**config.mk**
```make
export PLATFORM = sky130hd
export DESIGN_NAME = return_stack
export DESIGN_NICKNAME = d
export VERILOG_FILES = /design/src/rtl/return_stack_pkg.sv /design/src/rtl/return_stack_stack_ram.sv /design/src/rtl/return_stack.sv
export SDC_FILE = /design/constraint.sdc
export NUM_CORES = 1
export LEC_CHECK = 0
export CORE_MARGIN = 10
export CORE_UTILIZATION = 50
export CTS_BUF_LIST = sky130_fd_sc_hd__clkbuf_4
export DETAILED_ROUTE_END_ITERATION = 8
export PLACE_DENSITY = 0.69
export SYNTH_ARGS = -nofsm -noshare
export SYNTH_HDL_FRONTEND = slang
export SYNTH_SLANG_ARGS = --single-unit
```
**constraint.sdc**
```tcl
create_clock -name Clk -period 3.9 [get_ports Clk]
set_input_delay 0.39 -clock Clk [delete_from_list [all_inputs] [get_ports Clk]]
set_output_delay 0.39 -clock Clk [all_outputs]
set_load 0.05 [all_outputs]
```
**src/rtl/return_stack_pkg.sv**
```systemverilog
// Shared constants for the hardware call/return stack.
package return_stack_pkg;

    localparam int unsigned RSTK_MODE_DROP           = 0;
    localparam int unsigned RSTK_MODE_WRAP           = 1;
    localparam int unsigned RSTK_DEPTH_DEFAULT       = 8;
    localparam int unsigned RSTK_DATA_WIDTH_DEFAULT  = 16;

endpackage

```
**src/rtl/return_stack_stack_ram.sv**
```systemverilog
// Return-stack storage: Depth x DataWidth registers, synchronous write, asynchronous read.
module stack_ram #(
    parameter int unsigned DataWidth = 16,
    parameter int unsigned Depth     = 8
) (
    input  logic                       clk,
    input  logic                       wr_en,
    input  logic [$clog2(Depth)-1:0]   wr_addr,
    input  logic [DataWidth-1:0]       wr_data,
    input  logic [$clog2(Depth)-1:0]   rd_addr,
    output logic [DataWidth-1:0]       rd_data_c
);

    logic [DataWidth-1:0] mem [Depth];

    // Contents are deliberately not reset; the top level masks stale data while empty.
    always_ff @(posedge clk) begin
        if (wr_en) begin
            mem[wr_addr] <= wr_data;
        end
    end

    assign rd_data_c = mem[rd_addr];

endmodule

```
**src/rtl/return_stack.sv**
```systemverilog
// Call/return stack: top pointer, entry count, sticky error flags and registered top-of-stack.
module return_stack
    import return_stack_pkg::*;
#(
    parameter int unsigned DataWidth    = RSTK_DATA_WIDTH_DEFAULT,
    parameter int unsigned Depth        = RSTK_DEPTH_DEFAULT,
    parameter int unsigned OverflowMode = RSTK_MODE_DROP
) (
    input  logic                           Clk,
    input  logic                           Reset,
    input  logic                           Push,
    input  logic                           Pop,
    input  logic [DataWidth-1:0]           DIn,
    input  logic                           ClrErr,
    output logic [DataWidth-1:0]           DOut,
    output logic [$clog2(Depth+1)-1:0]     Count,
    output logic                           Empty,
    output logic                           Full,
    output logic                           Overflow,
    output logic                           Underflow
);

    localparam int unsigned AddrWidth  = $clog2(Depth);
    localparam int unsigned CountWidth = $clog2(Depth + 1);
    localparam bit          WrapMode   = (OverflowMode == RSTK_MODE_WRAP);

    logic [AddrWidth-1:0]  ptr;
    logic [AddrWidth-1:0]  ptr_nxt;
    logic [AddrWidth-1:0]  ptr_inc;
    logic [AddrWidth-1:0]  ptr_dec;
    logic [CountWidth-1:0] count_nxt;
    logic [DataWidth-1:0]  dout_nxt;
    logic                  ovf_set;
    logic                  unf_set;
    logic                  is_empty;
    logic                  is_full;
    logic                  wr_en;
    logic [AddrWidth-1:0]  wr_addr;
    logic [DataWidth-1:0]  rd_data_c;

    stack_ram #(
        .DataWidth (DataWidth),
        .Depth     (Depth)
    ) u_stack_ram (
        .clk       (Clk),
        .wr_en     (wr_en),
        .wr_addr   (wr_addr),
        .wr_data   (DIn),
        .rd_addr   (ptr_dec),
        .rd_data_c (rd_data_c)
    );

    // Next-state: the read port always looks at the entry below the top, ready for a pop.
    always_comb begin
        ptr_inc   = ptr + AddrWidth'(1);
        ptr_dec   = ptr - AddrWidth'(1);
        is_empty  = (Count == '0);
        is_full   = (Count == CountWidth'(Depth));
        ptr_nxt   = ptr;
        count_nxt = Count;
        dout_nxt  = DOut;
        wr_en     = 1'b0;
        wr_addr   = ptr_inc;
        ovf_set   = 1'b0;
        unf_set   = 1'b0;

        if (Push && Pop) begin
            wr_en    = 1'b1;
            dout_nxt = DIn;
            if (is_empty) begin
                ptr_nxt   = ptr_inc;
                count_nxt = CountWidth'(1);
            end else begin
                wr_addr = ptr;
            end
        end else if (Push) begin
            if (!is_full) begin
                wr_en     = 1'b1;
                ptr_nxt   = ptr_inc;
                count_nxt = Count + CountWidth'(1);
                dout_nxt  = DIn;
            end else begin
                ovf_set = 1'b1;
                if (WrapMode) begin
                    // The slot above the top is the oldest entry once the ring is full.
                    wr_en    = 1'b1;
                    ptr_nxt  = ptr_inc;
                    dout_nxt = DIn;
                end
            end
        end else if (Pop) begin
            if (!is_empty) begin
                ptr_nxt   = ptr_dec;
                count_nxt = Count - CountWidth'(1);
                dout_nxt  = (Count == CountWidth'(1)) ? '0 : rd_data_c;
            end else begin
                unf_set = 1'b1;
            end
        end
    end

    // State registers; a new error event wins over ClrErr in the same cycle.
    always_ff @(posedge Clk or negedge Reset) begin
        if (!Reset) begin
            ptr       <= '0;
            Count     <= '0;
            DOut      <= '0;
            Empty     <= 1'b1;
            Full      <= 1'b0;
            Overflow  <= 1'b0;
            Underflow <= 1'b0;
        end else begin
            ptr       <= ptr_nxt;
            Count     <= count_nxt;
            DOut      <= dout_nxt;
            Empty     <= (count_nxt == '0);
            Full      <= (count_nxt == CountWidth'(Depth));
            Overflow  <= ovf_set | (Overflow & ~ClrErr);
            Underflow <= unf_set | (Underflow & ~ClrErr);
        end
    end

endmodule

```
==> results.cfg <==
[detailed_routing]
drc = 0
routed_wl_mm = 13.3
vias_per_cell = 5.85
vias = 3626
ant_nets = 0
drt_iter0_markers = 298
firstDrtPassIters = 4
wl_per_cell_um = 21.4

[cts]
clockBufferDepth = 2
cts.sink_count = 155
postCtsSetupBuffers = 0
cts_tree = done
postCtsHoldBufs = 0
clk_pin_slew_ns = 0.15
cts_root_buf = clkbuf_4
cts_buffers = 17
htreeDepth = 4
clk-insertion-delay-late_ns = 0.56
cts.repair.resized = 0

[timing]
finalCritPeriodShare_pct = 70.6
finalSetupTns_ns = 0
hold_viol_final = 0
finalCriticalPeriod_ns = 2.75
setup_viol = 0
drv_slew = 0
rsz0062_at_grt = false
fmax_ghz = 0.363
max-slew-margin-rel_pct = 55.6
fin_worst_skew_ns = 0.0211
tightest_slew_ns = 0.666

[floorplanning]
pin_count = 45
rows = 41
start_util_pct = 51.0
die_y_um = 133
die_w_um = 133
core_area_sq_mm = 0.0126
fp.dieArea_sq_mm = 0.0178

[synth]
postSynthCellCount = 374
synth.distinct_cells = 45
yosys_register_bits = 155
yosys_warnings = 0
ys_seq_area_share_pct = 70.3
avgSynthCellArea_sq_um = 17.2
synth_flop_cell = edfxtp_1
synth-edff-count = 128
synthesis.area_sq_mm = 0.00643
async_reset_ff_share_pct = 17.4
synth_fp_nets = 401

[cells_and_area]
drive_above_1_share_pct = 21.7
final_util_pct = 59.3
synthToLayoutAreaGrowth_pct = 16.3
diodes = 0
ff_latch_area_sq_mm = 0.00452
nFillCells = 1015
multi_input_area_sq_mm = 0.00179
fin_nets = 462

[setup_path]
crit_start = Count[0]
r2r_end = u_stack_ram.mem[3][11]
worstPathArrival_ns = 3.00
crit_type = register to register
rrSetupSlack_ns = 1.15
endpoint = u_stack_ram.mem[3][11]
r2r_cells = 8
required_ns = 4.15
startpoint_type = register
r2r_start = Count[0]
crit_fanout = 14
endpoint_kind = register

[grt]
grt-ovfl-total = 0
grt_usage_pct = 15.5
antenna_found_initial = 0
grt_max_degree = 42
grt_pass1_wl_mm = 21.2
first_global_vias = 3745

[min_path]
worstHoldPathType = primary input to asynchronous set/reset pin

[place]
place_hpwl_mm = 8.58
gp_congestion = 0.835
portBuffers = 44

[power]
power_density_mw_per_mm2 = 838
leakage_uw = 0.00256
ir_drop_mv = 0.531
p_total_uw = 6270

[flow_run]
drv_cap = 0

[run_status]
outcome = completed
where the power goes:
group          internal, uW  switching [uW]  leakage (uW)
Clock                   469             598      0.000178
Combinational          1150            1570      0.000902
Sequential             2230             264       0.00148
metrics by stage:
stage	hold slack (ns)	cells	cell area (sq um)	setup WS (ns)
after floorplan	0.0944	374	6430	0.522
after global placement	0.536	588	7150	1.27
after detailed placement	0.536	588	7150	1.15
after CTS	0.181	620	7480	1.15
after global routing	0.201	620	7480	0.917
final	0.204	620	7480	1.15
synthesized netlist by cell type, types with 2 or more instances:
library cell  instances  area [sq um]
buf_2                 8          40.0
nand3_1               3          15.0
ha_1                  6          75.1
buf_4                 2          15.0
a21oi_1              22           110
o211a_1               2          20.0
mux2i_1              18           180
inv_1                10          37.5
dfrtp_1              26           651
nand2b_1              4          25.0
clkbuf_1              9          33.8
a31oi_1               3          18.8
nor3_1                8          40.0
xnor2_1               2          17.5
edfxtp_1            128          3840
buf_6                 2          22.5
a221oi_1              2          17.5
or4b_1                2          20.0
a32oi_1               4          35.0
o21ai_0               8          40.0
o211ai_1              2          15.0
nor2_1               25          93.8
mux4_2               32           721
nor2b_1               3          18.8
nand2_1               6          22.5
o22ai_1              18           113
placed cells by master (no fill, tap or decap), types with 2 or more instances in the layout:
cell type / instances
a221oi_1: 2
o211a_1: 2
nand2b_1: 4
or4b_1: 2
a32oi_1: 4
edfxtp_1: 128
mux4_2: 32
dfrtp_1: 25
nand2_1: 6
bufinv_16: 3
o21ai_0: 8
buf_4: 20
inv_1: 10
nor3_2: 4
clkbuf_4: 17
ha_1: 6
o211ai_1: 2
nor2_1: 25
o22ai_1: 18
a21oi_1: 22
mux2i_1: 18
clkdlybuf4s50_1: 44
clkinv_4: 3
inv_6: 5
a31oi_1: 3
inv_8: 3
nor2b_1: 3
nor3_1: 4
xnor2_1: 2
nand3_1: 3
cell type report:
class / count / area share [%]
well taps: 172 / 2.88
inverters: 11 / 0.552
clock inverters: 15 / 2.66
multi-input cells: 186 / 23.9
repair buffers: 64 / 7.89
flip-flops and latches: 155 / 60.4
clock buffers: 17 / 1.71
how the worst min path moves through the flow:
stage                  start  slack, ns  cells after the start       end
floorplan              Reset       0.09                      0  Count[0]
detailed placement  Overflow       0.54                      2  Overflow
CTS                    Reset       0.18                      2  DOut[10]
global placement    Overflow       0.54                      2  Overflow
finish                 Reset       0.20                      2  DOut[10]
global route           Reset       0.20                      2  DOut[10]
cell families (layout without fill, tap and decap cells):
group / Yosys count / in the layout / share of synthesized area (%)
fa+ha+maj: 6 / 6 / 1.17
flops: 155 / 155 / 70.3
compound gates: 66 / 66 / 6.44
mux: 51 / 51 / 14.2
simple gates: 60 / 60 / 5.13
xor+xnor: 3 / 3 / 0.408
buf+inv: 33 / 107 / 2.43
critical path, stage by stage, from the launching register on:
cell	delay, ns
dfrtp_1	0.46
inv_1	0.14
ha_1	0.28
nor3b_4	0.37
inv_1	0.18
o21ai_0	0.20
o211ai_1	0.21
nor2_1	0.30
buf_4	0.30
per-layer routing:
metal	wire [um]	GRT usage [%]	up-vias
met5	0	0	-
met1	5560	20.5	1844
met3	1130	3.83	10
met4	146	6.71	0
li1	-	-	1624
met2	6450	23.9	148
registers in the layout, indices dropped and copies added (netlist names):
signal           cells
DOut                16
u_stack_ram.mem    128
Underflow            1
Full                 1
Count                4
Empty                1
ptr                  3
Overflow             1
No activity file was read; power rests on OpenSTA's default activity.
